==> src/rtl/calc_arbiter.sv <==
// calc_arbiter: round-robin arbiter/sequencer sharing one 2-bit add/multiply
// unit and its seven-segment decoder between two requesters.
//
// Ports:
//   clk, rst           clock (rising edge), asynchronous active-high reset
//   req0/a0/b0/op0     requester 0: level request, operands, op (1=add, 0=mul)
//   req1/a1/b1/op1     requester 1: level request, operands, op (1=add, 0=mul)
//   gnt0, gnt1         registered one-cycle grant, high during COMPUTE only
//   busy               high while in COMPUTE or HOLD
//   owner              requester whose result is displayed
//   result             latched 4-bit result (zero-extended)
//   salida             segments {g,f,e,d,c,b,a}, active high, decoded from result
module calc_arbiter #(
    parameter int HOLD_CYCLES = 25_000_000,
    parameter int CNT_W       = 25
) (
    input  logic       clk,
    input  logic       rst,
    input  logic       req0,
    input  logic [1:0] a0,
    input  logic [1:0] b0,
    input  logic       op0,
    input  logic       req1,
    input  logic [1:0] a1,
    input  logic [1:0] b1,
    input  logic       op1,
    output logic       gnt0,
    output logic       gnt1,
    output logic       busy,
    output logic       owner,
    output logic [3:0] result,
    output logic [6:0] salida
);

    typedef enum logic [1:0] {
        IDLE    = 2'd0,
        COMPUTE = 2'd1,
        HOLD    = 2'd2
    } state_t;

    localparam logic [CNT_W-1:0] HOLD_LAST = CNT_W'(HOLD_CYCLES - 1);

    function automatic logic [6:0] dec4a7(input logic [3:0] v);
        logic [6:0] s;
        case (v)
            4'h0:    s = 7'h3F;
            4'h1:    s = 7'h06;
            4'h2:    s = 7'h5B;
            4'h3:    s = 7'h4F;
            4'h4:    s = 7'h66;
            4'h5:    s = 7'h6D;
            4'h6:    s = 7'h7D;
            4'h7:    s = 7'h07;
            4'h8:    s = 7'h7F;
            4'h9:    s = 7'h6F;
            4'hA:    s = 7'h77;
            4'hB:    s = 7'h7C;
            4'hC:    s = 7'h39;
            4'hD:    s = 7'h5E;
            4'hE:    s = 7'h79;
            default: s = 7'h71;
        endcase
        return s;
    endfunction

    state_t           state_q, state_d;
    logic [CNT_W-1:0] cnt_q, cnt_d;
    logic             last_q, last_d;
    logic             owner_q, owner_d;
    logic [1:0]       a_q, a_d;
    logic [1:0]       b_q, b_d;
    logic             op_q, op_d;
    logic [3:0]       result_q, result_d;
    logic             gnt0_q, gnt0_d;
    logic             gnt1_q, gnt1_d;
    logic             busy_q, busy_d;

    logic             sel_valid;
    logic             sel;
    logic [3:0]       sum_w;
    logic [3:0]       prod_w;

    // On a tie the requester that was not served last wins.
    assign sel_valid = req0 | req1;
    assign sel       = (req0 & req1) ? ~last_q : req1;

    assign sum_w  = {2'b00, a_q} + {2'b00, b_q};
    assign prod_w = {2'b00, a_q} * {2'b00, b_q};

    always_ff @(posedge clk or posedge rst) begin
        if (rst) begin
            state_q  <= IDLE;
            cnt_q    <= '0;
            last_q   <= 1'b1;
            owner_q  <= 1'b0;
            a_q      <= 2'b00;
            b_q      <= 2'b00;
            op_q     <= 1'b0;
            result_q <= 4'h0;
            gnt0_q   <= 1'b0;
            gnt1_q   <= 1'b0;
            busy_q   <= 1'b0;
        end else begin
            state_q  <= state_d;
            cnt_q    <= cnt_d;
            last_q   <= last_d;
            owner_q  <= owner_d;
            a_q      <= a_d;
            b_q      <= b_d;
            op_q     <= op_d;
            result_q <= result_d;
            gnt0_q   <= gnt0_d;
            gnt1_q   <= gnt1_d;
            busy_q   <= busy_d;
        end
    end

    always_comb begin
        state_d = state_q;
        cnt_d   = cnt_q;
        case (state_q)
            IDLE: begin
                if (sel_valid) begin
                    state_d = COMPUTE;
                end
            end
            COMPUTE: begin
                state_d = HOLD;
                cnt_d   = '0;
            end
            HOLD: begin
                if (cnt_q == HOLD_LAST) begin
                    state_d = IDLE;
                end else begin
                    cnt_d = cnt_q + CNT_W'(1);
                end
            end
            default: begin
                state_d = IDLE;
            end
        endcase
    end

    always_comb begin
        last_d   = last_q;
        owner_d  = owner_q;
        a_d      = a_q;
        b_d      = b_q;
        op_d     = op_q;
        result_d = result_q;
        if (state_q == IDLE && sel_valid) begin
            owner_d = sel;
            last_d  = sel;
            a_d     = sel ? a1 : a0;
            b_d     = sel ? b1 : b0;
            op_d    = sel ? op1 : op0;
        end
        if (state_q == COMPUTE) begin
            result_d = op_q ? sum_w : prod_w;
        end
        // Grants and busy are registered from the next state so they
        // line up exactly with the COMPUTE / HOLD cycles.
        gnt0_d = (state_d == COMPUTE) && !owner_d;
        gnt1_d = (state_d == COMPUTE) && owner_d;
        busy_d = (state_d != IDLE);
    end

    assign gnt0   = gnt0_q;
    assign gnt1   = gnt1_q;
    assign busy   = busy_q;
    assign owner  = owner_q;
    assign result = result_q;
    assign salida = dec4a7(result_q);

endmodule

==> config.mk <==
export PLATFORM = sky130hd
export DESIGN_NAME = calc_arbiter
export DESIGN_NICKNAME = d
export VERILOG_FILES = /design/src/rtl/calc_arbiter.sv
export SDC_FILE = /design/constraint.sdc
export NUM_CORES = 1
export LEC_CHECK = 0
export BUFFER_PORTS_ARGS = -buffer_cell sky130_fd_sc_hd__clkbuf_2
export CAP_MARGIN = 25
export CORE_AREA = 2 2 69 71
export DETAILED_ROUTE_END_ITERATION = 12
export DIE_AREA = 0 0 71 73
export PLACE_DENSITY = 0.76
export SETUP_SLACK_MARGIN = 0.4
export SYNTH_ARGS = -nofsm -noshare
export SYNTH_HDL_FRONTEND = slang
export SYNTH_SLANG_ARGS = --single-unit
==> constraint.sdc <==
create_clock -name clk -period 2.5 [get_ports clk]
set_clock_uncertainty 0.1 [all_clocks]
set_input_delay 0.125 -clock clk [delete_from_list [all_inputs] [get_ports clk]]
set_output_delay 0.125 -clock clk [all_outputs]
set_load 0.01 [all_outputs]
==> out/results.ini <==
[cts]
htree_levels = 2
cts_tree = yes
cts_buffers = 5
clock_sinks = 41
cts.clk_slew.worst_paths_ns = 0.09
cts_setup_buffers = 0
root_buffer = clkbuf_8
clk_path_buf_depth = 2
clkLatencyLatePin_ns = 0.31

[die]
start_util_pct = 54.1
die_w_um = 71
die-area_mm2 = 0.00518
rows = 25
io_pins = 29
chipHeight_um = 73
core_mm2 = 0.00454

[place]
place_inst = 330
dpl.hpwl_um = 3450
io_buffer_count = 28
gp_congestion = 0.875
place_area_mm2 = 0.00265

[route]
wire_per_inst_um = 14.4
viasPerCell = 5.79
drt_iter0_drc = 99
antenna_left = 0
firstDrtPassIters = 5
num_vias = 1993
finalWirelength_um = 4950
drc_errors = 0

[pwr]
p_total_mw = 2.43
peakVddDrop_mv = 0.745
power_frac_seq_pct = 41.2
pwr-share-clk_pct = 19.2
swShare_pct = 39.6
power.leakage_nw = 1.39
p_per_area_mw_per_mm2 = 868
power.internal_mw = 1.47
p_switching_uw = 965
combPwrFrac_pct = 39.6

[layout]
area_growth_syn_to_layout_pct = 14.3
nets = 316
fin_util_pct = 61.8
finish.instance_area_mm2 = 0.00280
n_fill_cell = 360
final_cells = 344
n_antenna_cell = 0
post_route_cells_drive_above_1_share_pct = 19.3

[setup_path]
r2r_slack_ns = 0.51
required_ns = 2.64
arrival_ns = 2.13
cp_max_fo = 8
path_class = register to register
end_kind = register
startpoint_type = register

[sta]
finalCriticalPeriod_ns = 1.99
setup_viol = 0
finalSetupTns_ns = 0
period_share_pct = 79.7
max_freq_mhz = 502
slew_headroom_pct = 56.0
slew_violations = 0
rsz0062_at_grt = false
finalHoldViolCount = 0
tightestPinTransition_ns = 0.656

[synthesis]
yosys-top-cells-count = 40 x dfrtp_1, 34 x nand2_1, 20 x mux2i_1
async_flop_share_pct = 100
ys_warn_count = 0
synth_nets = 281
synthDistinctLibCells = 51
synth_ff_type = dfrtp_1
syn-cell-area_mm2 = 0.00245
netlist_instances = 254
synth_edf_count = 0
yosysTopAreaCellShare_pct = 40.8
synthTopCellsByArea = dfrtp_1 41%, mux2i_1 8.2%, ha_1 6.1%
yosys_register_bits = 41
ys_seq_area_share_pct = 41.9
synth.most_common_cell = dfrtp_1
synth_area_leader_cell = dfrtp_1
syn_area_per_cell_um2 = 9.65

[grt]
busiest_layer = met2
met2_usage_pct = 32.9
grt_use_met1_pct = 29.6
track_usage_pct = 20.8
grt_max_degree = 42
grtUsageMet3_pct = 3.73
globalRoute.totalOverflow = 0
grt_pass1_wl_um = 8560
antenna_found_initial = 0
first_global_vias = 1790

[hold_path]
hold_class = input port to register

[status]
status = completed

[run]
cap_violations = 0

[critical path, stage by stage, from the launching register on]
cell and delay, ns:
dfrtp_1 0.46, ha_1 0.24, and3_2 0.29, nand4_1 0.17, o21ai_0 0.44, mux2i_1 0.24
[cells by family (layout without fill, tap and decap cells)]
| group | count (synthesis) | count (layout) | share of synthesized area [%] |
|---|---|---|---|
| DFF | 41 | 41 | 41.9 |
| adders and majority gates | 13 | 13 | 6.94 |
| buffers and inverters | 24 | 60 | 4.29 |
| and+or+nand+nor | 105 | 105 | 23.8 |
| muxes | 21 | 21 | 9.08 |
| AOI/OAI and AO/OA | 50 | 50 | 14.0 |
[worst paths after layout]
path	from	end	depth (start not counted)
hold reg to reg	cnt_q[21]	cnt_q[21]	1
setup / recovery	cnt_q[0]	cnt_q[1]	5
max in group asynchronous	rst	result[1]	4
min in group asynchronous	rst	result[0]	4
hold / removal	op1	op_q	3
setup reg to reg	cnt_q[0]	cnt_q[1]	5
[state kept, by name, indices dropped and copies added (netlist names)]
| signal | flops |
|---|---|
| b_q | 2 |
| a_q | 2 |
| cnt_q | 25 |
| op_q | 1 |
| last_q | 1 |
| owner | 1 |
| state_q | 2 |
| gnt1 | 1 |
| gnt0 | 1 |
| busy | 1 |
| result | 4 |
[stage by stage]
step	hold slack, ns	setup slack, ns
after global placement	0.162	0.515
after global routing	0.00983	0.413
after CTS	0.00605	0.435
after floorplan	0.141	0.554
final	0.0136	0.507
after detailed placement	0.161	0.435
[power by group through the flow]
stage | Combinational [mW] | Sequential [mW] | Clock (mW)
finish | 0.963 | 1.00 | 0.467
global route | 1.10 | 1.03 | 0.505
CTS | 0.974 | 1.00 | 0.478
detailed placement | 0.960 | 1.01 | 0
global placement | 0.942 | 1.01 | 0
floorplan | 0.733 | 0.951 | 0
[cells in the final DEF, fill, tap and decap left out, types with 5 or more instances in the layout]
cell and instances:
dfrtp_1 38, o21ai_0 13, nor2_1 9, inv_1 12
clkbuf_2 28, a21o_1 6, nand2_1 34, and2_1 5
nand4_1 11, buf_4 6, nor2b_1 5, a21oi_1 6
a22o_1 5, dlygate4sd3_1 6, mux2i_1 20, ha_1 12
clkbuf_8 5, nand3_1 9
[metal layers]
| metal | share of wire (%) | up-vias |
|---|---|---|
| met5 | 0 | - |
| met4 | 1.5 | 0 |
| met3 | 3.1 | 10 |
| met2 | 48 | 37 |
| met1 | 47 | 950 |
| li1 | - | 996 |
[final cells by class]
class / instances / area [µm²] / area share (%)
Multi-Input combinational cell: 189 / 1320 / 47.1
Sequential cell: 41 / 1030 / 36.7
Timing Repair Buffer: 40 / 245 / 8.75
Clock buffer: 5 / 68.8 / 2.45
Tap cell: 54 / 67.6 / 2.41
Inverter: 12 / 45.0 / 1.61
Clock inverter: 3 / 26.3 / 0.937
[what timing repair did]
| action | CTS | global route |
|---|---|---|
| endpoints found under the hold margin | 45 | 0 |
| endpoints found under the setup margin | 0 | 7 |
| hold buffers | 6 | 0 |
| gates resized for setup | 0 | 3 |
(Power assumes the default switching activity.)
